[src/rtl/bloque_fecha_calendario_if.sv]
// Signal bundle between the BCD calendar date block and its neighbours
// (RTC read path, menu selector, buttons, RTC write handshake, display path).
interface bloque_fecha_calendario_if;
    logic [7:0] IN_diaf;
    logic [7:0] IN_mesf;
    logic [7:0] IN_anof;
    logic       READ;
    logic [3:0] Selec_Demux_DD;
    logic [3:0] IN_bot_fecha;
    logic       WR_ack;
    logic [7:0] OUT_diaf;
    logic [7:0] OUT_mesf;
    logic [7:0] OUT_anof;
    logic [1:0] Contador_pos_f;
    logic       WR_req;
    logic       BCD_err;
    logic       WR_err;

    modport master (
        output IN_diaf, IN_mesf, IN_anof, READ, Selec_Demux_DD, IN_bot_fecha, WR_ack,
        input  OUT_diaf, OUT_mesf, OUT_anof, Contador_pos_f, WR_req, BCD_err, WR_err
    );

    modport slave (
        input  IN_diaf, IN_mesf, IN_anof, READ, Selec_Demux_DD, IN_bot_fecha, WR_ack,
        output OUT_diaf, OUT_mesf, OUT_anof, Contador_pos_f, WR_req, BCD_err, WR_err
    );
endinterface

[src/rtl/bloque_fecha_calendario.sv]
// BCD calendar date holder: follows RTC reads, allows cursor editing with
// leap-aware day limits and button auto-repeat, then writes back over req/ack.
module bloque_fecha_calendario #(
    parameter logic [3:0] SEL_EDIT    = 4'd4,
    parameter int         REP_RETARDO = 25,
    parameter int         REP_PERIODO = 10,
    parameter int         WR_TIMEOUT  = 255,
    parameter logic [7:0] INI_DIA     = 8'h01,
    parameter logic [7:0] INI_MES     = 8'h01,
    parameter logic [7:0] INI_ANO     = 8'h00
) (
    input logic                     reloj,
    input logic                     resetM,
    bloque_fecha_calendario_if.slave bus
);

    localparam int REP_MAX = (REP_RETARDO > REP_PERIODO) ? REP_RETARDO : REP_PERIODO;
    localparam int REP_W   = $clog2(REP_MAX + 1);
    localparam int TO_W    = $clog2(WR_TIMEOUT + 1);

    typedef enum logic [1:0] {SEGUIR, EDICION, ESCRITURA} estado_t;

    estado_t          estado_q, estado_d;
    logic [7:0]       dia_q, dia_d;
    logic [7:0]       mes_q, mes_d;
    logic [7:0]       ano_q, ano_d;
    logic [1:0]       pos_q, pos_d;
    logic             req_q, req_d;
    logic             bcd_err_q, bcd_err_d;
    logic             wr_err_q, wr_err_d;
    logic [REP_W-1:0] rep_cnt_q, rep_cnt_d;
    logic             rep_fase_q, rep_fase_d;
    logic             armado_q, armado_d;
    logic [TO_W-1:0]  to_cnt_q, to_cnt_d;
    logic [3:0]       bot_prev_q;

    logic             accion;
    logic             sube;
    logic [6:0]       dia_b, mes_b, ano_b;
    logic [6:0]       ndia_b, nmes_b, nano_b;

    function automatic logic [6:0] bcd2bin(input logic [7:0] b);
        return {3'b000, b[7:4]} * 7'd10 + {3'b000, b[3:0]};
    endfunction

    function automatic logic [7:0] bin2bcd(input logic [6:0] v);
        return (8'(v / 7'd10) << 4) | 8'(v % 7'd10);
    endfunction

    function automatic logic bcd_ok(input logic [7:0] b);
        return (b[7:4] <= 4'd9) && (b[3:0] <= 4'd9);
    endfunction

    // Years are 2000-2099, so divisibility by 4 alone decides February.
    function automatic logic [6:0] max_dia(input logic [6:0] mes, input logic [6:0] ano);
        case (mes)
            7'd4, 7'd6, 7'd9, 7'd11: return 7'd30;
            7'd2:                    return ((ano % 7'd4) == 7'd0) ? 7'd29 : 7'd28;
            default:                 return 7'd31;
        endcase
    endfunction

    function automatic logic fecha_valida(input logic [7:0] d, input logic [7:0] m,
                                          input logic [7:0] a);
        logic [6:0] db, mb;
        db = bcd2bin(d);
        mb = bcd2bin(m);
        if (!(bcd_ok(d) && bcd_ok(m) && bcd_ok(a))) return 1'b0;
        if (mb < 7'd1 || mb > 7'd12) return 1'b0;
        return (db >= 7'd1) && (db <= max_dia(mb, bcd2bin(a)));
    endfunction

    function automatic logic [6:0] paso(input logic [6:0] v, input logic [6:0] lo,
                                        input logic [6:0] hi, input logic arriba);
        if (arriba) return (v >= hi) ? lo : v + 7'd1;
        return (v <= lo) ? hi : v - 7'd1;
    endfunction

    function automatic logic [6:0] limita(input logic [6:0] v, input logic [6:0] lim);
        return (v > lim) ? lim : v;
    endfunction

    always_comb begin
        estado_d   = estado_q;
        dia_d      = dia_q;
        mes_d      = mes_q;
        ano_d      = ano_q;
        pos_d      = pos_q;
        req_d      = req_q;
        bcd_err_d  = 1'b0;
        wr_err_d   = 1'b0;
        rep_cnt_d  = rep_cnt_q;
        rep_fase_d = rep_fase_q;
        armado_d   = armado_q;
        to_cnt_d   = to_cnt_q;
        accion     = 1'b0;
        sube       = 1'b0;
        dia_b      = bcd2bin(dia_q);
        mes_b      = bcd2bin(mes_q);
        ano_b      = bcd2bin(ano_q);
        ndia_b     = dia_b;
        nmes_b     = mes_b;
        nano_b     = ano_b;

        case (estado_q)
            SEGUIR: begin
                rep_cnt_d  = '0;
                rep_fase_d = 1'b0;
                armado_d   = 1'b0;
                if (bus.Selec_Demux_DD == SEL_EDIT) begin
                    estado_d = EDICION;
                end else if (bus.READ) begin
                    if (fecha_valida(bus.IN_diaf, bus.IN_mesf, bus.IN_anof)) begin
                        dia_d = bus.IN_diaf;
                        mes_d = bus.IN_mesf;
                        ano_d = bus.IN_anof;
                    end else begin
                        bcd_err_d = 1'b1;
                    end
                end
            end

            EDICION: begin
                if (bus.Selec_Demux_DD != SEL_EDIT) begin
                    estado_d   = ESCRITURA;
                    req_d      = 1'b1;
                    pos_d      = 2'd0;
                    to_cnt_d   = '0;
                    rep_cnt_d  = '0;
                    rep_fase_d = 1'b0;
                    armado_d   = 1'b0;
                end else begin
                    // Repeat only continues an armed single-button press; anything else disarms.
                    if (!$onehot(bus.IN_bot_fecha)) begin
                        rep_cnt_d  = '0;
                        rep_fase_d = 1'b0;
                        armado_d   = 1'b0;
                    end else if (bot_prev_q == 4'b0000) begin
                        accion     = 1'b1;
                        rep_cnt_d  = REP_W'(1);
                        rep_fase_d = 1'b0;
                        armado_d   = 1'b1;
                    end else if (armado_q && (bus.IN_bot_fecha == bot_prev_q)) begin
                        if (!rep_fase_q) begin
                            if (rep_cnt_q == REP_W'(REP_RETARDO)) begin
                                accion     = 1'b1;
                                rep_cnt_d  = REP_W'(1);
                                rep_fase_d = 1'b1;
                            end else begin
                                rep_cnt_d = rep_cnt_q + REP_W'(1);
                            end
                        end else if (rep_cnt_q == REP_W'(REP_PERIODO)) begin
                            accion    = 1'b1;
                            rep_cnt_d = REP_W'(1);
                        end else begin
                            rep_cnt_d = rep_cnt_q + REP_W'(1);
                        end
                    end else begin
                        rep_cnt_d  = '0;
                        rep_fase_d = 1'b0;
                        armado_d   = 1'b0;
                    end

                    if (accion) begin
                        case (bus.IN_bot_fecha)
                            4'b0010: pos_d = (pos_q == 2'd2) ? 2'd0 : pos_q + 2'd1;
                            4'b0001: pos_d = (pos_q == 2'd0) ? 2'd2 : pos_q - 2'd1;
                            default: begin
                                sube = bus.IN_bot_fecha[3];
                                case (pos_q)
                                    2'd0: ndia_b = paso(dia_b, 7'd1, max_dia(mes_b, ano_b), sube);
                                    2'd1: begin
                                        nmes_b = paso(mes_b, 7'd1, 7'd12, sube);
                                        ndia_b = limita(dia_b, max_dia(nmes_b, ano_b));
                                    end
                                    default: begin
                                        nano_b = paso(ano_b, 7'd0, 7'd99, sube);
                                        ndia_b = limita(dia_b, max_dia(mes_b, nano_b));
                                    end
                                endcase
                                dia_d = bin2bcd(ndia_b);
                                mes_d = bin2bcd(nmes_b);
                                ano_d = bin2bcd(nano_b);
                            end
                        endcase
                    end
                end
            end

            ESCRITURA: begin
                // Ack wins over a timeout landing on the same edge.
                if (bus.WR_ack) begin
                    req_d    = 1'b0;
                    estado_d = SEGUIR;
                end else if (to_cnt_q == TO_W'(WR_TIMEOUT - 1)) begin
                    req_d    = 1'b0;
                    wr_err_d = 1'b1;
                    estado_d = SEGUIR;
                end else begin
                    to_cnt_d = to_cnt_q + TO_W'(1);
                end
            end

            default: estado_d = SEGUIR;
        endcase
    end

    always_ff @(posedge reloj or negedge resetM) begin
        if (!resetM) begin
            estado_q   <= SEGUIR;
            dia_q      <= INI_DIA;
            mes_q      <= INI_MES;
            ano_q      <= INI_ANO;
            pos_q      <= 2'd0;
            req_q      <= 1'b0;
            bcd_err_q  <= 1'b0;
            wr_err_q   <= 1'b0;
            rep_cnt_q  <= '0;
            rep_fase_q <= 1'b0;
            armado_q   <= 1'b0;
            to_cnt_q   <= '0;
            bot_prev_q <= 4'b0000;
        end else begin
            estado_q   <= estado_d;
            dia_q      <= dia_d;
            mes_q      <= mes_d;
            ano_q      <= ano_d;
            pos_q      <= pos_d;
            req_q      <= req_d;
            bcd_err_q  <= bcd_err_d;
            wr_err_q   <= wr_err_d;
            rep_cnt_q  <= rep_cnt_d;
            rep_fase_q <= rep_fase_d;
            armado_q   <= armado_d;
            to_cnt_q   <= to_cnt_d;
            bot_prev_q <= bus.IN_bot_fecha;
        end
    end

    assign bus.OUT_diaf       = dia_q;
    assign bus.OUT_mesf       = mes_q;
    assign bus.OUT_anof       = ano_q;
    assign bus.Contador_pos_f = pos_q;
    assign bus.WR_req         = req_q;
    assign bus.BCD_err        = bcd_err_q;
    assign bus.WR_err         = wr_err_q;

endmodule
[src/flat_wrapper.sv]
// flat-port wrapper written by rule: the top's interface ports become plain ports
module bloque_fecha_calendario_flat 
#(
    parameter logic [3:0] SEL_EDIT    = 4'd4,
    parameter int         REP_RETARDO = 25,
    parameter int         REP_PERIODO = 10,
    parameter int         WR_TIMEOUT  = 255,
    parameter logic [7:0] INI_DIA     = 8'h01,
    parameter logic [7:0] INI_MES     = 8'h01,
    parameter logic [7:0] INI_ANO     = 8'h00
)
  (reloj, resetM, bus_IN_diaf, bus_IN_mesf, bus_IN_anof, bus_READ, bus_Selec_Demux_DD, bus_IN_bot_fecha, bus_WR_ack, bus_OUT_diaf, bus_OUT_mesf, bus_OUT_anof, bus_Contador_pos_f, bus_WR_req, bus_BCD_err, bus_WR_err);
  bloque_fecha_calendario_if bus_i ();
  input logic reloj;
  input logic resetM;
  input wire logic [$bits(bus_i.IN_diaf)-1:0] bus_IN_diaf;
  input wire logic [$bits(bus_i.IN_mesf)-1:0] bus_IN_mesf;
  input wire logic [$bits(bus_i.IN_anof)-1:0] bus_IN_anof;
  input wire logic [$bits(bus_i.READ)-1:0] bus_READ;
  input wire logic [$bits(bus_i.Selec_Demux_DD)-1:0] bus_Selec_Demux_DD;
  input wire logic [$bits(bus_i.IN_bot_fecha)-1:0] bus_IN_bot_fecha;
  input wire logic [$bits(bus_i.WR_ack)-1:0] bus_WR_ack;
  output wire logic [$bits(bus_i.OUT_diaf)-1:0] bus_OUT_diaf;
  output wire logic [$bits(bus_i.OUT_mesf)-1:0] bus_OUT_mesf;
  output wire logic [$bits(bus_i.OUT_anof)-1:0] bus_OUT_anof;
  output wire logic [$bits(bus_i.Contador_pos_f)-1:0] bus_Contador_pos_f;
  output wire logic [$bits(bus_i.WR_req)-1:0] bus_WR_req;
  output wire logic [$bits(bus_i.BCD_err)-1:0] bus_BCD_err;
  output wire logic [$bits(bus_i.WR_err)-1:0] bus_WR_err;
  assign bus_i.IN_diaf = bus_IN_diaf;
  assign bus_i.IN_mesf = bus_IN_mesf;
  assign bus_i.IN_anof = bus_IN_anof;
  assign bus_i.READ = bus_READ;
  assign bus_i.Selec_Demux_DD = bus_Selec_Demux_DD;
  assign bus_i.IN_bot_fecha = bus_IN_bot_fecha;
  assign bus_i.WR_ack = bus_WR_ack;
  assign bus_OUT_diaf = bus_i.OUT_diaf;
  assign bus_OUT_mesf = bus_i.OUT_mesf;
  assign bus_OUT_anof = bus_i.OUT_anof;
  assign bus_Contador_pos_f = bus_i.Contador_pos_f;
  assign bus_WR_req = bus_i.WR_req;
  assign bus_BCD_err = bus_i.BCD_err;
  assign bus_WR_err = bus_i.WR_err;
  bloque_fecha_calendario #(.SEL_EDIT(SEL_EDIT), .REP_RETARDO(REP_RETARDO), .REP_PERIODO(REP_PERIODO), .WR_TIMEOUT(WR_TIMEOUT), .INI_DIA(INI_DIA), .INI_MES(INI_MES), .INI_ANO(INI_ANO)) u_core (.reloj(reloj), .resetM(resetM), .bus(bus_i));
endmodule
[config.mk]
export PLATFORM = sky130hd
export DESIGN_NAME = bloque_fecha_calendario_flat
export DESIGN_NICKNAME = d
export VERILOG_FILES = /design/src/rtl/bloque_fecha_calendario_if.sv /design/src/rtl/bloque_fecha_calendario.sv /design/src/flat_wrapper.sv
export SDC_FILE = /design/constraint.sdc
export NUM_CORES = 1
export LEC_CHECK = 0
export CORE_UTILIZATION = 60
export DETAILED_ROUTE_END_ITERATION = 12
export GPL_ROUTABILITY_DRIVEN = 0
export PLACE_DENSITY = 0.9
export SETUP_SLACK_MARGIN = 0.4
export SLEW_MARGIN = 20
export SYNTH_ARGS = -nofsm -noshare
export SYNTH_HDL_FRONTEND = slang
export SYNTH_SLANG_ARGS = --single-unit
[constraint.sdc]
create_clock -name reloj -period 6.8 [get_ports reloj]
set_input_delay 1.36 -clock reloj [delete_from_list [all_inputs] [get_ports reloj]]
set_output_delay 1.36 -clock reloj [all_outputs]
set_load 0.03 [all_outputs]
Yosys cells after proc, flatten, opt, wreduce, memory -nomap -nowiden
Cells that the tools add are included.

Bits in registers: 50. Bits in latches: 0. Memory bits (writable): 0. Bits in read-only memories: 0. Input bits: 36. Output and inout bits: 29. Word-level logic and storage cells: 305. Memories kept: 0.

Add/subtract/negate cells: 19. Multiply operators: 6. Divide/modulo/power cells: 6. Order comparisons: 18. Eq/ne operators: 40. Shift operators: 0. Mux-type cells: 171. Bitwise gates (word level): 3. Reductions and logical operators: 29.

Operators by type and width (number): 7-bit 2-to-1 mux (58); 8-bit 2-to-1 mux (21); 7-bit one-hot mux with 2 select lines (5); 8-bit one-hot mux with 2 select lines (4); 1-bit 2-to-1 mux (62); 7-bit by 3-bit equality test with 1-bit output, second input constant (6); 7-bit by 4-bit equality test with 1-bit output, second input constant (6); 7-bit by 4-bit adder with 7-bit output (5); 5-bit 2-to-1 mux (7); 4-bit by 3-bit multiplier with 6-bit output, second input constant (5); 7-bit by 4-bit divider with 8-bit output, second input constant (3); 4-bit <= comparator, second input constant (6); 7-bit by 4-bit modulo with 8-bit output, second input constant (3); 8-bit OR (3); 7-bit by 1-bit adder with 7-bit output, second input constant (3); 7-bit by 2-bit equality test with 1-bit output, second input constant (3); 7-bit by 1-bit <= comparator with 1-bit output, second input constant (3); 7-bit zero test (3); 7-bit by 1-bit subtractor with 7-bit output, second input constant (3); 2-bit 2-to-1 mux (8); 7-bit greater-than comparator (2); 2-bit != test, second input constant (6); 4-bit OR reduction (3); 5-bit one-hot mux with 2 select lines (1); 43 further kinds (63).

Logic depth before layout (Yosys ltp)
Word-level depth: 38. Depth in mapped cells: 23. Depth with buffers taken out: 23.

Worst setup path after synthesis
Ideal clock, no wire load.

Path kind: reg2reg. From: register u_core.mes_q[5] (netlist: u_core.bus.OUT_mesf[5]). To: register u_core.dia_q[5] (netlist: u_core.bus.OUT_diaf[5]). Arrival time: 5639 ps. Data required time: 6735 ps. Path slack: 1096 ps. Stages on the path, launching flop included: 21. Path buffers: 0. Clock period less this slack: 5704 ps. Cells stage by stage: dfrtp_1 ha_1 ha_1 fa_1 or3_1 nand2_1 mux2_2 o221a_2 o21ai_1 nand4b_1 inv_1 ha_1 a2111oi_0 o22ai_1 nor2b_1 a221oi_2 inv_1 ha_1 or4_1 a311oi_1 a21o_1.

Cells in the longest elaborated chain, start to end: 32. Elaborated cells between the ends (all ways): 66. Classes of those cells: 3 x add/sub; 1 x mul; 2 x div; 5 x order compare; 10 x eq/ne; 42 x mux; 1 x bitwise; 2 x reduce/logical.

Ends and longest elaborated chain: start, declared (RTL line bloque_fecha_calendario.sv:25) `logic [7:0] mes_q, mes_d;`; start signal, assigned (RTL line bloque_fecha_calendario.sv:226) `mes_q <= mes_d;`; 4-bit by 3-bit multiplier with 6-bit output * (RTL line bloque_fecha_calendario.sv:43) `return {3'b000, b[7:4]} * 7'd10 + {3'b000, b[3:0]};`; 7-bit by 4-bit adder with 7-bit output * (RTL line bloque_fecha_calendario.sv:43); 7-bit by 1-bit adder with 7-bit output or 7-bit by 4-bit greater-or-equal comparator with 1-bit output (tied branches) (RTL line bloque_fecha_calendario.sv:75) `if (arriba) return (v >= hi) ? lo : v + 7'd1;`; 7-bit 2-to-1 mux (2 in a row) (RTL line bloque_fecha_calendario.sv:75); 7-bit 2-to-1 mux (RTL line bloque_fecha_calendario.sv:76) `return (v <= lo) ? hi : v - 7'd1;`; 7-bit 2-to-1 mux (RTL line bloque_fecha_calendario.sv:170) `case (pos_q)`; 7-bit 2-to-1 mux (RTL line bloque_fecha_calendario.sv:165) `case (bus.IN_bot_fecha)`; 7-bit 2-to-1 mux (RTL line bloque_fecha_calendario.sv:164) `if (accion) begin`; (+15 left out); 7-bit 2-to-1 mux * (RTL line bloque_fecha_calendario.sv:124) `if (bus.Selec_Demux_DD != SEL_EDIT) begin`; 7-bit 2-to-1 mux * (RTL line bloque_fecha_calendario.sv:105) `case (estado_q)`; 7-bit by 4-bit divider with 8-bit output or 7-bit by 4-bit modulo with 8-bit output (tied branches) (RTL line bloque_fecha_calendario.sv:47) `return (8'(v / 7'd10) << 4) | 8'(v % 7'd10);`; 8-bit OR * (RTL line bloque_fecha_calendario.sv:47); 8-bit 2-to-1 mux * (RTL line bloque_fecha_calendario.sv:165); 8-bit 2-to-1 mux * (RTL line bloque_fecha_calendario.sv:164); 8-bit 2-to-1 mux * (RTL line bloque_fecha_calendario.sv:124); 8-bit one-hot mux with 2 select lines * (RTL line bloque_fecha_calendario.sv:105); end signal, assigned (RTL line bloque_fecha_calendario.sv:225) `dia_q <= dia_d;`; end, declared (RTL line bloque_fecha_calendario.sv:24) `logic [7:0] dia_q, dia_d;`.

Every way passes the cells marked *; elsewhere a longest branch is shown, timed or not. The select of a mux whose other input is x is not followed. A chain may end at the register's enable or synchronous reset.

Worst setup path after layout
Same ends and word-level chain as after synthesis.

==> qor.yml <==
tritoncts: "built"
timing.critical_path.required_ns: 7.03
cts_sinks: 50
layout_worst_path_cycle_share_pct: 89.9
cts.htree.levels: 2
chip_height_um: 114
maxCapViolCount: 0
die_area_mm2: 0.0131
timing.final.crit_period_ns: 6.12
synth_cell_types: 107
crit_path_buffers_inverters: 0
design.core.area_mm2: 0.0122
status: "completed"
initial_core_util_pct: 62.2
worst_case_headroom_to_the_max_slew_limit_pct: 31.3
grt_setup_unrepaired: "false"
setup_tns_ns: 0
yosys_warnings: 0
vias: 8012
post_route_antenna_net_violation_count: 0
grt_first_pass_wirelength_mm: 34.7
layout.nets: 1109
postSynthAreaPerCell_um2: 7.99
num_antenna_cells: 0
dp_hpwl_mm: 15.9
tritoncts.num_buffers: 5
grt_start_max_net_pins: 51
clock_tree.buffer_depth: 2
cp_cell_sequence: "ha_1 > ha_1 > fa_2 > xnor3_1 > nand2_1 > o21a_1 > nor2_1 > nand2_1 > a31o_2 > ha_1 > nand2b_1 > a21oi_1 > nor4_1 > o31a_1 > o32a_2 > a221oi_2 > o21a_1 > nor3_2 > ha_1 > or4_1 > a311oi_1 > a21o_1"
worst_ep_arrival_time_ns: 6.35
cp_common_cell: "ha_1"
worst_slack_ns: 0.684
clock_insertion_delay_worst_skew_ns: 0.29
main_combinational_cell_family_by_area_after_synthesis: "compound AO/OA/AOI/OAI gates"
skew_ns: 0.0110
hold_path_class: "reg2reg"
max_transition_viols_final: 0
detailedPlace.worstSlack_ns: 0.410
grt_util_all_layers_pct: 32.3
netlist_area_mm2: 0.00757
post_drt_wl_per_cell_um: 18.5
synth-adder-area-share_pct: 14.8
fmax_ghz: 0.164
timing_worst_setup_path_type: "reg2reg"
hold_viol: 0
drt_wl_total_mm: 21.5
ys_seq_area_share_pct: 16.6
slowest_stage: "fa_2"
synth-edff-count: 0
mappedNetlistNets: 1066
tightestPinTransition_ns: 1.03
critical_path.max_fanout: 8
endpoint_type_of_the_worst_setup_path: "flop"
syn_inst: 947
synthMuxAreaShare_pct: 2.63
detail_route.iter0.violations: 851
clock-root-buffer: "clkbuf_16"
startpoint_type: "flop"
clkSlewWorstSetupHoldPaths_ns: 0.07
drtPass1Iterations: 7
cp_slowest_stage_delay_ns: 0.63
synth-simple-area-share_pct: 21.8
remaining_drc_errors: 0
ys_async_sr_fraction_pct: 100
compound_cell_area_share_of_the_yosys_netlist_pct: 33.5
portBuffers: 64
final-setup-viol-count: 0
synthToLayoutAreaGrowth_pct: 12.7
ys_ff_latch: 50
fp-row-count: 40
layout-drive-gt1-share_pct: 8.38
die_width_um: 114
cts.hold.buffers_added: 0
global_route.overflow_total: 0
io_pins: 65
synth_top_flop_cell: "dfrtp_1"
yosys.area_share.xor_xnor_pct: 6.23
grt_pass1_vias: 7225
vias_per_cell: 6.91
antenna_found_initial: 0
crit_family: "compound AO/OA/AOI/OAI gates"
-- cell families (layout without fill, tap and decap cells) --
family	count (synthesis)	count (layout)
xor+xnor	44	44
buf+inv	78	122
compound gates	342	342
mux	19	19
simple gates	331	331
fa+ha+maj	83	83
flops	50	50
-- registers in the layout (all words and copies together), names as in the netlist --
register,cells
u_core.bus.OUT_anof,8
u_core.bus.OUT_diaf,8
u_core.bus.OUT_mesf,8
u_core.to_cnt_q,8
u_core.rep_cnt_q,5
u_core.bot_prev_q,4
u_core.bus.Contador_pos_f,2
u_core.estado_q,2
u_core.armado_q,1
u_core.bus.BCD_err,1
u_core.bus.WR_err,1
u_core.bus.WR_req,1
u_core.rep_fase_q,1
-- cells in the final DEF (no fill, tap or decap), types with 18 or more instances in the layout --
cell type / instances
a21o_1: 20
nand2_1: 90
xnor2_1: 23
a21oi_1: 60
dfrtp_1: 48
ha_1: 72
nand3_1: 25
nor3_1: 26
inv_1: 35
o21ai_0: 70
a211oi_1: 18
nor2_1: 76
clkdlybuf4s50_1: 63
-- routing by layer --
| metal | GRT usage (%) | up-vias | wire (µm) |
|---|---|---|---|
| li1 | - | 3674 | - |
| met1 | 44.4 | 3823 | 9160 |
| met2 | 52.4 | 452 | 9950 |
| met3 | 4.24 | 63 | 1840 |
| met4 | 11.0 | 0 | 515 |
| met5 | 0 | - | 0 |
-- area by class of cell --
| class | instances | area (µm²) |
|---|---|---|
| multi-input combinational | 819 | 6040 |
| fill | 942 | 3630 |
| sequential | 50 | 1250 |
| timing repair buffer | 78 | 741 |
| tap | 168 | 210 |
| inverter | 36 | 135 |
| clock buffer | 6 | 129 |
| clock inverter | 2 | 13.8 |
-- Yosys cell counts, types with 11 or more instances --
cell type  count  area share (%)
and3_1        13             1.1
o21ai_0       71             4.7
nor3_1        26             1.7
clkbuf_1      23             1.1
dfrtp_1       48              16
o211ai_1      13             1.3
xor2_1        13             1.5
a22o_1        11             1.3
mux2i_1       12             1.6
nor2_1        76             3.8
a21oi_1       60             4.0
xnor2_1       23             2.7
ha_1          72              12
inv_1         35             1.7
a211oi_1      18             1.8
nand2b_1      14             1.2
nand3_1       25             1.7
nand2_1       91             4.5
or3_1         14             1.2
nor4_1        11            0.91
fa_1          11             2.9
a21o_1        20             2.0
-- per-stage QoR --
stage | hold slack, ns | utilization [%] | instance area [µm²] | cells
after floorplan | 0.470 | - | 7570 | 947
after global placement | 0.467 | 68.0 | 8270 | 1144
after detailed placement | 0.485 | 68.0 | 8270 | 1144
after CTS | 0.510 | 69.2 | 8410 | 1152
after global routing | 0.545 | 70.1 | 8530 | 1159
final | 0.502 | 70.1 | 8530 | 1159
-- final timing paths --
kind	endpoint	from	cells past startpoint	slack, ns
min in group asynchronous	u_core.to_cnt_q[7]	resetM	2	1.17
setup / recovery	u_core.bus.OUT_diaf[5]	u_core.bus.OUT_mesf[5]	22	0.68
hold / removal	u_core.bus.WR_req	u_core.bus.WR_req	2	0.50
hold reg to reg	u_core.bus.WR_req	u_core.bus.WR_req	2	0.50
setup reg to reg	u_core.bus.OUT_diaf[5]	u_core.bus.OUT_mesf[5]	22	0.68
max in group asynchronous	u_core.bus.OUT_diaf[2]	resetM	2	5.20
-- worst reg2reg max path, stage by stage, from the launching register on --
cell	delay, ns
dfrtp_1	0.47
ha_1	0.33
ha_1	0.22
fa_2	0.63
xnor3_1	0.25
nand2_1	0.09
o21a_1	0.22
nor2_1	0.27
nand2_1	0.15
a31o_2	0.24
ha_1	0.25
nand2b_1	0.16
a21oi_1	0.20
nor4_1	0.08
o31a_1	0.37
o32a_2	0.42
a221oi_2	0.29
o21a_1	0.19
nor3_2	0.07
ha_1	0.21
or4_1	0.54
a311oi_1	0.28
a21o_1	0.11
-- repair_timing --
action | in CTS | in global routing
hold endpoints to repair | 0 | 0
endpoints found under the setup margin | 0 | 8
gates resized for setup | 0 | 12
buffers inserted | 0 | 7
Power is not shown: default switching activity piles up to over one toggle a cycle in this logic, so the estimate is an artifact.
